### config.mk
export PLATFORM = sky130hd
export DESIGN_NAME = uart_tx_dev
export DESIGN_NICKNAME = d
export VERILOG_FILES = /design/src/rtl/uart_tx_dev_pkg.sv /design/src/rtl/uart_tx_dev_fifo.sv /design/src/rtl/uart_tx_dev.sv
export SDC_FILE = /design/constraint.sdc
export NUM_CORES = 1
export LEC_CHECK = 0
export ABC_AREA = 1
export CELL_PAD_IN_SITES_DETAIL_PLACEMENT = 0
export CELL_PAD_IN_SITES_GLOBAL_PLACEMENT = 1
export CORE_MARGIN = 3
export CORE_UTILIZATION = 35
export DETAILED_ROUTE_END_ITERATION = 8
export DONT_BUFFER_PORTS = 1
export MAX_ROUTING_LAYER = met4
export PLACE_DENSITY_LB_ADDON = 0.3
export RECOVER_POWER = 50
export SYNTH_ARGS = -nofsm -noshare
export SYNTH_HDL_FRONTEND = slang
export SYNTH_SLANG_ARGS = --single-unit
### constraint.sdc
create_clock -name clk -period 2.35 [get_ports clk]
set_input_delay 0.1175 -clock clk [delete_from_list [all_inputs] [get_ports clk]]
set_output_delay 0.1175 -clock clk [all_outputs]
set_load 0.1 [all_outputs]
### src/rtl/uart_tx_dev_pkg.sv
`timescale 1ns/1ps
// Shared definitions for the UART transmitter peripheral: register offsets,
// register bit positions, FSM encoding and a small count helper.
package uart_tx_dev_pkg;

  localparam logic [1:0] ADDR_DATA   = 2'd0;
  localparam logic [1:0] ADDR_STATUS = 2'd1;
  localparam logic [1:0] ADDR_CTRL   = 2'd2;

  localparam int unsigned STAT_BUSY    = 0;
  localparam int unsigned STAT_FULL    = 1;
  localparam int unsigned STAT_EMPTY   = 2;
  localparam int unsigned STAT_OVF     = 3;
  localparam int unsigned STAT_CNT_LSB = 4;

  localparam int unsigned CTRL_TXEN = 0;
  localparam int unsigned CTRL_IE   = 1;

  typedef enum logic [1:0] {
    TX_IDLE  = 2'd0,
    TX_START = 2'd1,
    TX_DATA  = 2'd2,
    TX_STOP  = 2'd3
  } tx_state_e;

  // Four-bit view of the FIFO occupancy, pinned at 15 for deep queues.
  function automatic logic [3:0] sat_count(input logic [31:0] c);
    return (c > 32'd15) ? 4'hF : c[3:0];
  endfunction

endpackage

### src/rtl/uart_tx_dev_fifo.sv
`timescale 1ns/1ps
// Byte-wide synchronous FIFO with first-word fall-through output.
// A pop in the same cycle as a push to a full FIFO frees the slot first.
module uart_tx_fifo #(
  parameter int unsigned FIFO_DEPTH = 8
) (
  input  logic                          clk,
  input  logic                          reset,
  input  logic                          push,
  input  logic                          pop,
  input  logic [7:0]                    din,
  output logic [7:0]                    dout,
  output logic                          full,
  output logic                          empty,
  output logic [$clog2(FIFO_DEPTH):0]   count
);

  localparam int unsigned AW = $clog2(FIFO_DEPTH);
  localparam logic [AW:0] FULL_CNT = (AW+1)'(FIFO_DEPTH);

  logic [7:0]    mem_q [FIFO_DEPTH];
  logic [AW-1:0] wr_ptr_q, wr_ptr_d;
  logic [AW-1:0] rd_ptr_q, rd_ptr_d;
  logic [AW:0]   count_q, count_d;
  logic          do_push, do_pop;

  assign do_pop  = pop && (count_q != '0);
  assign do_push = push && ((count_q != FULL_CNT) || do_pop);

  // Next-state for pointers and occupancy.
  always_comb begin
    wr_ptr_d = wr_ptr_q;
    rd_ptr_d = rd_ptr_q;
    count_d  = count_q;
    if (do_push) wr_ptr_d = wr_ptr_q + AW'(1);
    if (do_pop)  rd_ptr_d = rd_ptr_q + AW'(1);
    case ({do_push, do_pop})
      2'b10:   count_d = count_q + (AW+1)'(1);
      2'b01:   count_d = count_q - (AW+1)'(1);
      default: count_d = count_q;
    endcase
  end

  // Pointer and occupancy registers.
  always_ff @(posedge clk or posedge reset) begin
    if (reset) begin
      wr_ptr_q <= '0;
      rd_ptr_q <= '0;
      count_q  <= '0;
    end else begin
      wr_ptr_q <= wr_ptr_d;
      rd_ptr_q <= rd_ptr_d;
      count_q  <= count_d;
    end
  end

  // Storage array; contents are don't-care while unoccupied.
  always_ff @(posedge clk) begin
    if (do_push) mem_q[wr_ptr_q] <= din;
  end

  assign dout  = mem_q[rd_ptr_q];
  assign full  = (count_q == FULL_CNT);
  assign empty = (count_q == '0);
  assign count = count_q;

endmodule

### src/rtl/uart_tx_dev.sv
`timescale 1ns/1ps
// Memory-mapped 8N1 UART transmitter: register slots for DATA/STATUS/CTRL,
// a byte FIFO, and a bit-serialising FSM driving txd.
module uart_tx_dev
  import uart_tx_dev_pkg::*;
#(
  parameter int unsigned CLKS_PER_BIT = 2604,
  parameter int unsigned FIFO_DEPTH   = 8
) (
  input  logic        clk,
  input  logic        reset,
  input  logic [1:0]  PrAddr,
  input  logic        WE,
  input  logic [31:0] DataIn,
  output logic [31:0] DataOut,
  output logic        InterruptRequest,
  output logic        txd
);

  localparam int unsigned AW = $clog2(FIFO_DEPTH);
  localparam int unsigned BW = $clog2(CLKS_PER_BIT);
  localparam logic [BW-1:0] BAUD_LAST = BW'(CLKS_PER_BIT - 1);

  logic          txen_q, txen_d;
  logic          ie_q, ie_d;
  logic          ovf_q, ovf_d;
  tx_state_e     state_q, state_d;
  logic [BW-1:0] baud_q, baud_d;
  logic [2:0]    bit_cnt_q, bit_cnt_d;
  logic [7:0]    shift_q, shift_d;
  logic          txd_q, txd_d;

  logic          wr_data, wr_ctrl, bit_done;
  logic          fifo_pop, fifo_full, fifo_empty;
  logic [7:0]    fifo_dout;
  logic [AW:0]   fifo_count;
  logic          unused_data_bits;

  assign wr_data  = WE && (PrAddr == ADDR_DATA);
  assign wr_ctrl  = WE && (PrAddr == ADDR_CTRL);
  assign bit_done = (baud_q == BAUD_LAST);
  assign unused_data_bits = ^DataIn[31:8];

  uart_tx_fifo #(.FIFO_DEPTH(FIFO_DEPTH)) u_fifo (
    .clk   (clk),
    .reset (reset),
    .push  (wr_data),
    .pop   (fifo_pop),
    .din   (DataIn[7:0]),
    .dout  (fifo_dout),
    .full  (fifo_full),
    .empty (fifo_empty),
    .count (fifo_count)
  );

  // CTRL and sticky overflow; a pop in the same cycle makes room, so no overflow.
  always_comb begin
    txen_d = txen_q;
    ie_d   = ie_q;
    ovf_d  = ovf_q;
    if (wr_ctrl) begin
      txen_d = DataIn[CTRL_TXEN];
      ie_d   = DataIn[CTRL_IE];
      ovf_d  = 1'b0;
    end else if (wr_data && fifo_full && !fifo_pop) begin
      ovf_d  = 1'b1;
    end
  end

  // Frame sequencing, baud timing, bit counting and shifting.
  always_comb begin
    state_d   = state_q;
    baud_d    = baud_q;
    bit_cnt_d = bit_cnt_q;
    shift_d   = shift_q;
    fifo_pop  = 1'b0;
    if (state_q != TX_IDLE) baud_d = bit_done ? '0 : baud_q + BW'(1);
    case (state_q)
      TX_IDLE: begin
        baud_d = '0;
        if (txen_q && !fifo_empty) begin
          fifo_pop  = 1'b1;
          shift_d   = fifo_dout;
          bit_cnt_d = '0;
          state_d   = TX_START;
        end
      end
      TX_START: begin
        if (bit_done) state_d = TX_DATA;
      end
      TX_DATA: begin
        if (bit_done) begin
          if (bit_cnt_q == 3'd7) begin
            state_d = TX_STOP;
          end else begin
            shift_d   = {1'b0, shift_q[7:1]};
            bit_cnt_d = bit_cnt_q + 3'd1;
          end
        end
      end
      TX_STOP: begin
        if (bit_done) begin
          if (txen_q && !fifo_empty) begin
            fifo_pop  = 1'b1;
            shift_d   = fifo_dout;
            bit_cnt_d = '0;
            state_d   = TX_START;
          end else begin
            state_d = TX_IDLE;
          end
        end
      end
      default: state_d = TX_IDLE;
    endcase
  end

  // Line level is registered from the next state so txd is glitch-free yet
  // still changes on the same edge as the state.
  always_comb begin
    case (state_d)
      TX_START: txd_d = 1'b0;
      TX_DATA:  txd_d = shift_d[0];
      default:  txd_d = 1'b1;
    endcase
  end

  // All control state; reset forces the line idle high immediately.
  always_ff @(posedge clk or posedge reset) begin
    if (reset) begin
      txen_q    <= 1'b0;
      ie_q      <= 1'b0;
      ovf_q     <= 1'b0;
      state_q   <= TX_IDLE;
      baud_q    <= '0;
      bit_cnt_q <= '0;
      shift_q   <= '0;
      txd_q     <= 1'b1;
    end else begin
      txen_q    <= txen_d;
      ie_q      <= ie_d;
      ovf_q     <= ovf_d;
      state_q   <= state_d;
      baud_q    <= baud_d;
      bit_cnt_q <= bit_cnt_d;
      shift_q   <= shift_d;
      txd_q     <= txd_d;
    end
  end

  // Zero-wait-state register read mux.
  always_comb begin
    DataOut = '0;
    case (PrAddr)
      ADDR_STATUS: begin
        DataOut[STAT_BUSY]           = (state_q != TX_IDLE);
        DataOut[STAT_FULL]           = fifo_full;
        DataOut[STAT_EMPTY]          = fifo_empty;
        DataOut[STAT_OVF]            = ovf_q;
        DataOut[STAT_CNT_LSB +: 4]   = sat_count(32'(fifo_count));
      end
      ADDR_CTRL: begin
        DataOut[CTRL_TXEN] = txen_q;
        DataOut[CTRL_IE]   = ie_q;
      end
      default: DataOut = '0;
    endcase
  end

  assign InterruptRequest = ie_q && fifo_empty && (state_q == TX_IDLE);
  assign txd              = txd_q;

endmodule
* Word level (Yosys, flattened, before mapping)
Memories as Yosys holds them, arrays and structs flattened.
Cells that the tools add are included.
** Word-level totals
- Memories :: 1
- Input port bits :: 37
- Memory bits (writable) :: 64
- Register bits after elaboration :: 39
- Output and inout port bits :: 34
** Memory list
- u_fifo.mem_q :: words 8, bits a word 8, rd ports 1, clocked after memory_dff 0, write ports 1, line uart_tx_dev_fifo.sv:21 : logic [7:0] mem_q [FIFO_DEPTH];
** Operators by class
- Reduce and logical (&&, ||, !) cells :: 22
- Add/subtract/negate cells :: 6
- Eq/ne operators :: 16
- Muxes and demuxes :: 31
** Operators by type and width (number)
- $mux W12 :: 3
- $mux W8 :: 4
- $pmux W8 S3 :: 1
- $add A12 B1 Y12 const B :: 1
- $eq A12 B12 Y1 const B :: 1
- $mux W3 :: 4
- $eq A2 B2 Y1 const B :: 5
- $mux W2 :: 5
- $add A3 B1 Y3 const B :: 3
- $logic_and A1 B1 Y1 :: 9
- $pmux W3 S3 :: 1
- $eq A2 B1 Y1 const B :: 4
- $pmux W2 S4 :: 1
- $pmux W4 S2 :: 1
- $reduce_bool A2 Y1 :: 4
- $mux W1 :: 7
- $mux W6 :: 1
- $ne A2 B2 Y1 const B :: 3
- $add A4 B1 Y4 const B :: 1
- $eq A4 B4 Y1 const B :: 1
- $logic_not A2 Y1 :: 2
- $logic_not A4 Y1 :: 1
- $ne A4 B4 Y1 const B :: 1
- $pmux W1 S2 :: 2
- 8 further kinds :: 9

* Logic depth before layout (Yosys ltp)
Gate-level depths: netlist (run 1).
- Depth after elaboration :: 11
- Depth in mapped cells :: 15
- Depth with buffers taken out :: 15

* By module
From an unflattened synthesis (run 1), not the netlist that was laid out.
** Second synthesis, totals
- Cell total of the unflattened synthesis :: 542
- Area total of the unflattened synthesis :: 5342.6 um^2
** Modules (own cells, without submodules)
- uart_tx_fifo :: area each 3206.8 um^2, instances 1, cells each 254, seq. area each 2172.1 um^2
- uart_tx_dev :: area each 2135.8 um^2, instances 1, cells each 288, seq. area each 726.9 um^2

* Least setup slack after synthesis (run 1)
Ideal clock, no wire load.
- Kind :: register to output
- From :: register u_fifo.count_q[0] (netlist: u_fifo.count[0])
- To :: output port DataOut[1]
- Slack :: -0.331 ns
- Stages on the path, launching flop included :: 4
- Arrival :: 2.564 ns
- Data required time :: 2.233 ns
- Path through :: dfrtp_1 > nor4_1 > nand2_1 > a21oi_1
** On the way
- Longest elaborated chain between the ends :: 2
** Ends and longest elaborated chain
- from (decl) :: line uart_tx_dev_fifo.sv:24 : logic [AW:0] count_q, count_d;
- from (signal assigned) :: line uart_tx_dev_fifo.sv:53 : count_q <= count_d;
- $eq A4 B4 Y1 :: line uart_tx_dev_fifo.sv:63 : assign full = (count_q == FULL_CNT);
- $pmux W2 S2 :: line uart_tx_dev.sv:153 : case (PrAddr)
- to (decl) :: line uart_tx_dev.sv:15 : output logic [31:0] DataOut,
No other way between the ends.

* Final worst setup path (run 1)
- From :: register baud_q[1]
- To :: register u_fifo.count_q[2] (netlist: u_fifo.count[2])
** On the way
- Longest elaborated chain between the ends :: 8
** Ends and longest elaborated chain
- from (decl) :: line uart_tx_dev.sv:28 : logic [BW-1:0] baud_q, baud_d;
- from (signal assigned) :: line uart_tx_dev.sv:143 : baud_q <= baud_d;
- $eq A12 B12 Y1 * :: line uart_tx_dev.sv:41 : assign bit_done = (baud_q == BAUD_LAST);
- $mux W1 * :: line uart_tx_dev.sv:102 : if (bit_done) begin
- $pmux W1 S2 * :: line uart_tx_dev.sv:78 : case (state_q)
- $logic_and A1 B1 Y1 * :: line uart_tx_dev_fifo.sv:27 : assign do_pop = pop && (count_q != '0);
- $logic_or A1 B1 Y1 :: line uart_tx_dev_fifo.sv:28 : assign do_push = push && ((count_q != FULL_CNT) || do_pop);
- $logic_and A1 B1 Y1 :: line uart_tx_dev_fifo.sv:28
- $eq A2 B1 Y1 or $eq A2 B2 Y1 (tied branches) :: line uart_tx_dev_fifo.sv:37 : case ({do_push, do_pop})
- $pmux W4 S2 or $reduce_bool A2 Y1 (tied branches)
Mark *: on every way between the ends. The rest lies on a longest branch, timed or not.
A chain may end at the register's enable or synchronous reset.

==> flow_summary_export.csv, run 1 <==
group,metric,value,unit
yosys,yosysMostFrequentCell,"nand2_1",
global_routing,grt_max_degree,40,
floorplanning,ios,71,
final_layout,fill_cells,1357,
floorplanning,coreArea,14200,um2
yosys,synth_seq_cells,103,
placement,port_buffers,0,
setup_path,cp.required,2.65,ns
route,drt_first_iter_violations,225,
worst_hold_path,min-delay-start,"PrAddr[1]",
route,wl_per_cell,14.0,um
worst_hold_path,worstHoldPathType,"in -> reg",
sta,setup-violations-final,0,
clock_tree,clock-sinks,103,
yosys,synth_edf_count,64,
placement,place_area,5600,um2
final_layout,utilization,43.0,%
clock_tree,cts_tree,"built",
route,wl,11.1,mm
yosys,yosysWarnings,0,
final_layout,drive_above_1_share,17.6,%
yosys,synth_ff_type,"edfxtp_1",
placement,dp_slack,-0.0130,ns
final_layout,diodes,0,
route,viasPerCell,4.74,
global_routing,grt-ovfl-total,0,
setup_path,path_cells,"ha_2, nand2_2, nor2_4, nand3_4, o21ai_4, nand3_4, nand2_4, nand2_8, ha_4, xor2_4, ha_4, a21oi_4, a21oi_2, o21ai_1, o21a_1",
sta,finalCriticalPeriod,2.31,ns
route,drt-pass1-iter-count,4,
setup_path,critPathLaunchType,"flop",
final_layout,layout.nets,662,
route,drc,0,
route,ant_nets,0,
setup_path,path_buf_inv,0,
sta,final.setup.worst_slack,0.0378,ns
clock_tree,cts_max_path_buffers,2,
yosys,syn_inst,556,
clock_tree,htree_levels,3,
global_routing,grt_first_pass_wirelength,17.7,mm
floorplanning,std_cell_rows,43,
floorplanning,die_y,128,um
yosys,syn_area,5210,um2
yosys,synth_area_leader_cell,"edfxtp_1",
final_layout,register_area,2900,um2
flow_run,drv_cap,0,
floorplanning,chipWidth,128,um
power,ir_drop,0.000584,V
yosys,synthArstFlopShare,37.9,%
outcome,outcome,"finished, final reports clean",
sta,hold_violations,0,
yosys,yosys-top-cells-count,"nand2_1 (141), edfxtp_1 (64), nor2_1 (58), inv_1 (53), dfrtp_1 (38)",
sta,setup_tns,0,ns
setup_path,worst_setup_path_end_kind,"flop",
sta,max_slew.worst_pin.slew,1.04,ns
power,power.leakage,2.67,nW
setup_path,r2r_start,"baud_q[1]$_DFF_PP0_",
placement,gp_congestion,0.785,
setup_path,criticalPathCategory,"reg -> reg",
power,pwr_density_cell,1120,nW/um2
placement,hpwl,7.24,mm
global_routing,grt_pass1_vias,3530,
final_layout,multiInputGateArea,2040,um2
yosys,synth_area_leaders,"edfxtp_1 (37%), dfrtp_1 (18%), nand2_1 (10%)",
yosys,synth_cell_types,39,
yosys,yosysSeqAreaShare,55.6,%
final_layout,final_cell_area,6110,um2
sta,fin_crit_sh,98.4,%
sta,slew-limit-headroom,30.4,%
yosys,synth_area_per_cell,9.38,um2
setup_path,cp_slowest_cell,"dfrtp_1",
clock_tree,root_buffer,"clkbuf_16",
setup_path,critPathLaunch,"baud_q[1]$_DFF_PP0_",
yosys,synth_top_area_share,36.9,%
setup_path,cpPeakStageDelay,0.35,ns
global_routing,antenna_found_initial,0,
floorplanning,die-area,16400,um2
power,total_power,6.83,mW
sta,rsz0062_at_grt,"true",
clock_tree,numCtsBuffers,9,
route,vias,3760,
clock_tree,clk_pin_slew_worst_paths,0.07,ns
sta,final.setup_skew,0.0165,ns
global_routing,gr-usage-all-layers,14.5,%
sta,max_freq,0.432,GHz
final_layout,area_growth,17.3,%
setup_path,path_delay_family,"simple AND/OR/NAND/NOR gates",
setup_path,critPathArrivalTime,2.61,ns
floorplanning,initial_core_util,36.7,%
sta,slew_viol_final,0,
setup_path,cp_max_fo,4,
clock_tree,clk_latency,0.36,ns
[worst paths after layout]
path | to | slack (ns) | depth (start not counted)
setup / recovery | u_fifo.count[2]$_DFFE_PP0P_ | 0.04 | 15
hold / removal | ie_q$_DFFE_PP0P_ | 0.15 | 4
setup reg to reg | u_fifo.count[2]$_DFFE_PP0P_ | 0.04 | 15
hold reg to reg | baud_q[11]$_DFF_PP0_ | 0.48 | 1
max in group asynchronous | bit_cnt_q[2]$_DFFE_PP0P_ | 1.17 | 3
min in group asynchronous | u_fifo.count[2]$_DFFE_PP0P_ | 0.53 | 3
[worst min-delay path, cell delays in order]
cell and delay, ns:
ha_1 0.16, nand2_1 0.09, nand2_1 0.06, nand2_1 0.04
[placed cells by master, fill, tap and decap left out, types with 3 or more instances in the layout]
| cell type | instances |
|---|---|
| nor2_2 | 12 |
| dlygate4sd3_1 | 10 |
| buf_4 | 45 |
| inv_2 | 5 |
| conb_1 | 24 |
| nand3_1 | 35 |
| xnor2_1 | 3 |
| a21oi_2 | 5 |
| nor3_1 | 5 |
| xor2_1 | 4 |
| edfxtp_1 | 64 |
| inv_1 | 52 |
| o21ai_1 | 3 |
| o211ai_1 | 12 |
| nand2_2 | 5 |
| ha_1 | 13 |
| a21oi_1 | 7 |
| o21ai_0 | 31 |
| dfrtp_1 | 38 |
| clkbuf_16 | 9 |
| nand2_1 | 140 |
| nor2_1 | 56 |
[per-stage QoR]
step | std cells | hold WS [ns]
2_1_floorplan | 579 | 0.216
3_3_place_gp | 758 | 0.179
3_5_place_dp | 758 | 0.188
4_1_cts | 787 | 0.129
5_1_grt | 793 | 0.170
6_report | 793 | 0.154
[cell families (layout without fill, tap and decap cells)]
| kind of cell | after synthesis | count (layout) | share of synthesized area [%] |
|---|---|---|---|
| compound gates | 65 | 65 | 7.37 |
| xor+xnor | 9 | 9 | 1.51 |
| flops | 103 | 103 | 55.6 |
| buf+inv | 96 | 130 | 9.09 |
| other cells | 1 | 24 | 0.0719 |
| fa+ha+maj | 17 | 17 | 4.08 |
| simple gates | 265 | 265 | 22.3 |
[state kept, by name, indices dropped and copies added (netlist names)]
| register | flops |
|---|---|
| baud_q | 12 |
| bit_cnt_q | 3 |
| ie_q | 1 |
| ovf_q | 1 |
| shift_q | 8 |
| state_q | 2 |
| txd | 1 |
| txen_q | 1 |
| u_fifo.count | 4 |
| u_fifo.mem_q | 64 |
| u_fifo.rd_ptr_q | 3 |
| u_fifo.wr_ptr_q | 3 |
[area by class of cell]
type | count | share of cell area, %
clock inverter | 7 | 1.13
clock buffer | 9 | 3.68
tap | 180 | 3.68
multi-input combinational | 380 | 33.3
sequential | 103 | 47.4
inverter | 58 | 3.56
timing repair buffer | 56 | 7.24
[power breakdown]
group | internal, mW | switching [mW]
Sequential | 2.20 | 0.272
Clock | 0.749 | 0.727
Combinational | 1.00 | 1.89
Total | 3.95 | 2.88
[repair_timing]
action                     4_1_cts  5_1_grt
setup buffers                    3        6
pin swaps                        4        8
setup endpoints to repair        1        2
gates resized for setup          0       10
hold buffers                    10        0
hold endpoints to repair       105        0
cloned                           0        0
[layer usage]
layer	share of wire (%)	GRT usage [%]	wire length, um	vias up
met4	2.3	5.87	256	0
li1	-	-	-	1869
met5	0	-	0	-
met1	44	17.3	4880	1782
met3	4.4	3.13	488	17
met2	49	23.8	5480	92
Note: power is estimated with default switching activity, not from simulation.
==> run 2, diff against run 1 <==
CTS_CLUSTER_DIAMETER = 30   (was unset)
RECOVER_POWER = unset   (was 50)
REMOVE_ABC_BUFFERS = 1   (was unset)
==> flow_summary_export.csv, run 2 (synthesis results as in run 1) <==
group,metric,value,unit
final_layout,multiInputGateArea,2020,um2
final_layout,drive_above_1_share,17.4,%
clock_tree,numCtsBuffers,9,
clock_tree,clk_latency,0.35,ns
final_layout,diodes,0,
setup_path,worst_setup_path_end_kind,"flop",
setup_path,criticalPathCategory,"reg -> reg",
route,wl,10.8,mm
power,pwr_density_cell,1110,nW/um2
global_routing,grt_pass1_vias,3668,
power,power.leakage,2.69,nW
setup_path,critPathArrivalTime,2.51,ns
placement,port_buffers,0,
clock_tree,cts_tree,"built",
sta,final.setup_skew,0.00850,ns
floorplanning,die_y,128,um
final_layout,register_area,2900,um2
clock_tree,clock-sinks,103,
route,viasPerCell,4.71,
worst_hold_path,worstHoldPathType,"in -> reg",
placement,gp_congestion,0.839,
sta,slew-limit-headroom,45.0,%
sta,hold_violations,0,
clock_tree,htree_levels,3,
sta,max_freq,0.441,GHz
floorplanning,ios,71,
clock_tree,root_buffer,"clkbuf_16",
sta,final.setup.worst_slack,0.0815,ns
clock_tree,cts_max_path_buffers,2,
final_layout,fin_cells,795,
global_routing,grt_max_degree,40,
global_routing,gr-usage-all-layers,14.5,%
outcome,outcome,"finished, final reports clean",
setup_path,critPathLaunchType,"flop",
placement,dp.cells,763,
route,drc,0,
setup_path,cp_max_fo,3,
global_routing,grt-ovfl-total,0,
sta,setup_tns,0,ns
sta,setup-violations-final,0,
global_routing,grt_first_pass_wirelength,18.2,mm
setup_path,cp.required,2.59,ns
final_layout,fill_cells,1363,
final_layout,area_growth,18.4,%
sta,rsz0062_at_grt,"true",
sta,slew_viol_final,0,
final_layout,final_cell_area,6170,um2
final_layout,regMostFlops,"u_fifo.mem_q",
sta,max_slew.worst_pin.slew,0.824,ns
route,drt-pass1-iter-count,5,
final_layout,utilization,43.4,%
final_layout,layout.nets,664,
placement,place_area,5660,um2
floorplanning,initial_core_util,36.7,%
setup_path,rrSetupSlack,0.08,ns
floorplanning,coreArea,14200,um2
setup_path,reg2reg_depth,15,
route,ant_nets,0,
final_layout,largest_register_ff_count,64,
route,drt_first_iter_violations,232,
power,ir_drop,0.000477,V
clock_tree,clk_pin_slew_worst_paths,0.07,ns
final_layout,layout.cells.most_common_list,"nand2_1 (140), edfxtp_1 (64), nor2_1 (56)",
flow_run,drv_cap,0,
route,vias,3745,
placement,dp_slack,-0.127,ns
final_layout,reg_top3,"u_fifo.mem_q x64, baud_q x12, shift_q x8",
floorplanning,die-area,16400,um2
route,wl_per_cell,13.6,um
worst_hold_path,worstHoldPathCells,4,
final_layout,layout_commonest_cell,"nand2_1",
sta,finalCriticalPeriod,2.27,ns
global_routing,antenna_found_initial,0,
placement,hpwl,7.27,mm
floorplanning,std_cell_rows,43,
floorplanning,chipWidth,128,um
sta,fin_crit_sh,96.5,%
run 2: final timing paths:
kind,from,to
max in group asynchronous,reset,txd$_DFF_PP1_
min,WE,u_fifo.wr_ptr_q[1]$_DFFE_PP0P_
max,baud_q[1]$_DFF_PP0_,u_fifo.count[2]$_DFFE_PP0P_
min in group asynchronous,reset,u_fifo.count[0]$_DFFE_PP0P_
max reg2reg,baud_q[1]$_DFF_PP0_,u_fifo.count[2]$_DFFE_PP0P_
min reg2reg,baud_q[11]$_DFF_PP0_,baud_q[11]$_DFF_PP0_
run 2: final cells by class:
class,instances,share of cell area [%]
clock buffers,10,3.71
clock inverters,6,0.933
inverters,58,3.53
multi-input cells,380,32.7
flip-flops and latches,103,47.0
well taps,180,3.65
repair buffers,58,8.48
run 2: critical path, stage by stage, from the launching register on:
cell and delay (ns):
dfrtp_1 0.36, ha_2 0.19, nand2_2 0.07, nor2_4 0.14, nand3_4 0.09, o21ai_4 0.16, nand3_4 0.11, nand2_4 0.09
nand2_4 0.06, ha_4 0.19, xor2_4 0.19, ha_4 0.16, a21oi_4 0.03, a21oi_2 0.13, o21ai_1 0.08, o21a_1 0.10
run 2: layer usage:
metal,GRT usage (%),part of all wire (%),vias to the layer above
li1,-,-,1881
met2,24.0,50,53
met1,18.2,46,1798
met3,2.54,2.5,13
met5,-,0,-
met4,4.49,1.6,0
run 2: what timing repair did:
| action | in CTS | in global routing |
|---|---|---|
| hold buffers | 10 | 0 |
| buffers inserted | 3 | 3 |
| pin swaps | 10 | 8 |
| endpoints found under the setup margin | 2 | 2 |
| gates resized for setup | 9 | 8 |
| cloned | 0 | 0 |
| endpoints found under the hold margin | 105 | 0 |
run 2: power breakdown:
group	leakage, nW	switching (mW)	internal [mW]
sequential	1.08	0.268	2.20
clock	0.142	0.713	0.748
combinational	1.46	1.87	1.02
run 2: through the flow:
step	hold WS, ns	power [mW]
after floorplan	0.216	4.37
after global placement	0.175	5.16
after detailed placement	0.183	5.22
after CTS	0.132	6.79
after global routing	0.190	7.37
final	0.144	6.82
==> run 3, diff against run 2 <==
CORE_ASPECT_RATIO = 1.1   (was unset)
==> flow_summary_export.csv, run 3 (synthesis results as in run 1) <==
group,metric,value,unit
global_routing,grt_pass1_vias,3602,
floorplanning,ios,71,
route,drt_first_iter_violations,176,
placement,hpwl,7.39,mm
setup_path,r2r_start,"baud_q[1]$_DFF_PP0_",
floorplanning,initial_core_util,35.9,%
power,ir_drop,0.000479,V
final_layout,largest_register_ff_count,64,
final_layout,reg_top3,"u_fifo.mem_q x64, baud_q x12, shift_q x8",
global_routing,gr-usage-all-layers,14.1,%
setup_path,criticalPathCategory,"reg -> reg",
sta,rsz0062_at_grt,"true",
sta,slew-limit-headroom,45.0,%
route,ant_nets,0,
floorplanning,die-area,16400,um2
power,pwr_density_cell,1100,nW/um2
final_layout,fin_cells,805,
clock_tree,clock-sinks,103,
setup_path,critPathLaunchType,"flop",
sta,max_slew.worst_pin.slew,0.824,ns
route,wl_per_cell,13.2,um
floorplanning,die_y,134,um
sta,final.setup_skew,0.00729,ns
placement,dp.cells,777,
sta,setup-violations-final,0,
route,drc,0,
route,vias,3718,
global_routing,grt_use_met2,23.3,%
global_routing,met1_usage,17.5,%
clock_tree,cts_tree,"built",
global_routing,grt-ovfl-total,0,
sta,fin_crit_sh,97.9,%
final_layout,layout.cells.most_common_list,"nand2_1 (140), edfxtp_1 (64), nor2_1 (56)",
setup_path,path_delay_family,"simple AND/OR/NAND/NOR gates",
clock_tree,cts_max_path_buffers,2,
clock_tree,root_buffer,"clkbuf_16",
global_routing,antenna_found_initial,0,
final_layout,utilization,42.1,%
global_routing,grt_first_pass_wirelength,17.6,mm
setup_path,cp_slowest_cell,"dfrtp_1",
sta,slew_viol_final,0,
final_layout,layout_commonest_cell,"nand2_1",
sta,max_freq,0.435,GHz
route,viasPerCell,4.62,
final_layout,layout.nets,662,
power,power.leakage,2.67,nW
floorplanning,coreArea,14500,um2
setup_path,cp_max_fo,9,
clock_tree,clk_pin_slew_worst_paths,0.07,ns
setup_path,path_cells,"ha_2, nand2_2, nor2_4, nand3_4, o21ai_4, nand3_4, nand2_4, nand2_4, buf_4, ha_1, a21oi_1, o21ai_1, xor2_1",
sta,hold_violations,0,
power,total_power,6.72,mW
placement,port_buffers,0,
placement,gp_congestion,0.756,
worst_hold_path,min-delay-start,"WE",
setup_path,worst_setup_path_end_kind,"flop",
worst_hold_path,worstHoldPathType,"in -> reg",
setup_path,critPathLaunch,"baud_q[1]$_DFF_PP0_",
final_layout,fill_cells,1409,
final_layout,diodes,0,
flow_run,drv_cap,0,
final_layout,area_growth,17.1,%
clock_tree,numCtsBuffers,9,
clock_tree,htree_levels,3,
setup_path,cp.required,2.59,ns
outcome,outcome,"finished, final reports clean",
route,wl,10.6,mm
clock_tree,clk_latency,0.35,ns
route,drt-pass1-iter-count,4,
setup_path,path_buf_inv,1,
floorplanning,chipWidth,122,um
final_layout,regMostFlops,"u_fifo.mem_q",
setup_path,critPathArrivalTime,2.54,ns
global_routing,busiest_layer,"met2",
sta,finalCriticalPeriod,2.30,ns
final_layout,drive_above_1_share,16.5,%
global_routing,grt_max_degree,40,
floorplanning,std_cell_rows,46,
global_routing,met3_usage,2.66,%
setup_path,cpPeakStageDelay,0.35,ns
-- run 3: cell count changes in the layout (fill, tap and decap cells not counted), sizes merged --
| cell | before | now |
|---|---|---|
| buf | 48 | 46 |
| clkinv | 2 | 3 |
| inv | 62 | 61 |
-- run 3: layer usage --
metal / vias up / wire length [um]
li1: 1873 / -
met3: 12 / 325
met4: 0 / 174
met2: 56 / 5400
met1: 1777 / 4750
met5: - / 0
-- run 3: path summary, 6_finish.rpt --
path                                             endpoint  slack, ns  cells past startpoint
max                           u_fifo.count[3]$_DFFE_PP0P_       0.05                     13
min                        u_fifo.wr_ptr_q[1]$_DFFE_PP0P_       0.14                      4
max reg2reg                   u_fifo.count[3]$_DFFE_PP0P_       0.05                     13
min reg2reg                          baud_q[11]$_DFF_PP0_       0.46                      1
max in group asynchronous        bit_cnt_q[1]$_DFFE_PP0P_       1.62                      3
min in group asynchronous            shift_q[0]$_DFF_PP0_       0.36                      3
-- run 3: layout make-up --
type	count	area (um2)	area share, %
Clock buffer	10	229	3.75
Clock inverter	6	62.6	1.02
Inverter	58	218	3.56
Multi-Input combinational cell	380	1980	32.3
Sequential cell	103	2900	47.5
Tap cell	192	240	3.93
Timing Repair Buffer	56	483	7.91
-- run 3: worst register-to-register path, cell delays in order, from the launching register on --
cell     delay (ns)
dfrtp_1        0.35
ha_2           0.19
nand2_2        0.07
nor2_4         0.14
nand3_4        0.10
o21ai_4        0.19
nand3_4        0.12
nand2_4        0.10
nand2_4        0.05
buf_4          0.18
ha_1           0.33
a21oi_1        0.13
o21ai_1        0.09
xor2_1         0.14
-- run 3: metrics by stage --
stage / setup WS [ns] / setup TNS (ns) / hold slack (ns) / cell area [um2]
3_3_place_gp: -0.00637 / -0.00637 / 0.186 / 5660
4_1_cts: 0.0170 / 0 / 0.135 / 6080
5_1_grt: -0.0772 / -0.143 / 0.175 / 6110
3_5_place_dp: -0.0851 / -0.0851 / 0.188 / 5660
2_1_floorplan: -0.331 / -0.672 / 0.216 / 5040
6_report: 0.0502 / 0 / 0.137 / 6110
-- run 3: repair_timing --
item,4_1_cts,5_1_grt
hold buffers,10,0
buffers inserted,0,2
pin swaps,3,11
hold endpoints to repair,104,0
gates resized for setup,5,5
cloned,0,0
setup endpoints to repair,2,2
-- run 3: power by group --
part	leakage (nW)	switching [mW]	internal, mW
registers	1.08	0.303	2.20
logic	1.44	1.78	0.972
clock network	0.143	0.711	0.749
total	2.67	2.80	3.92
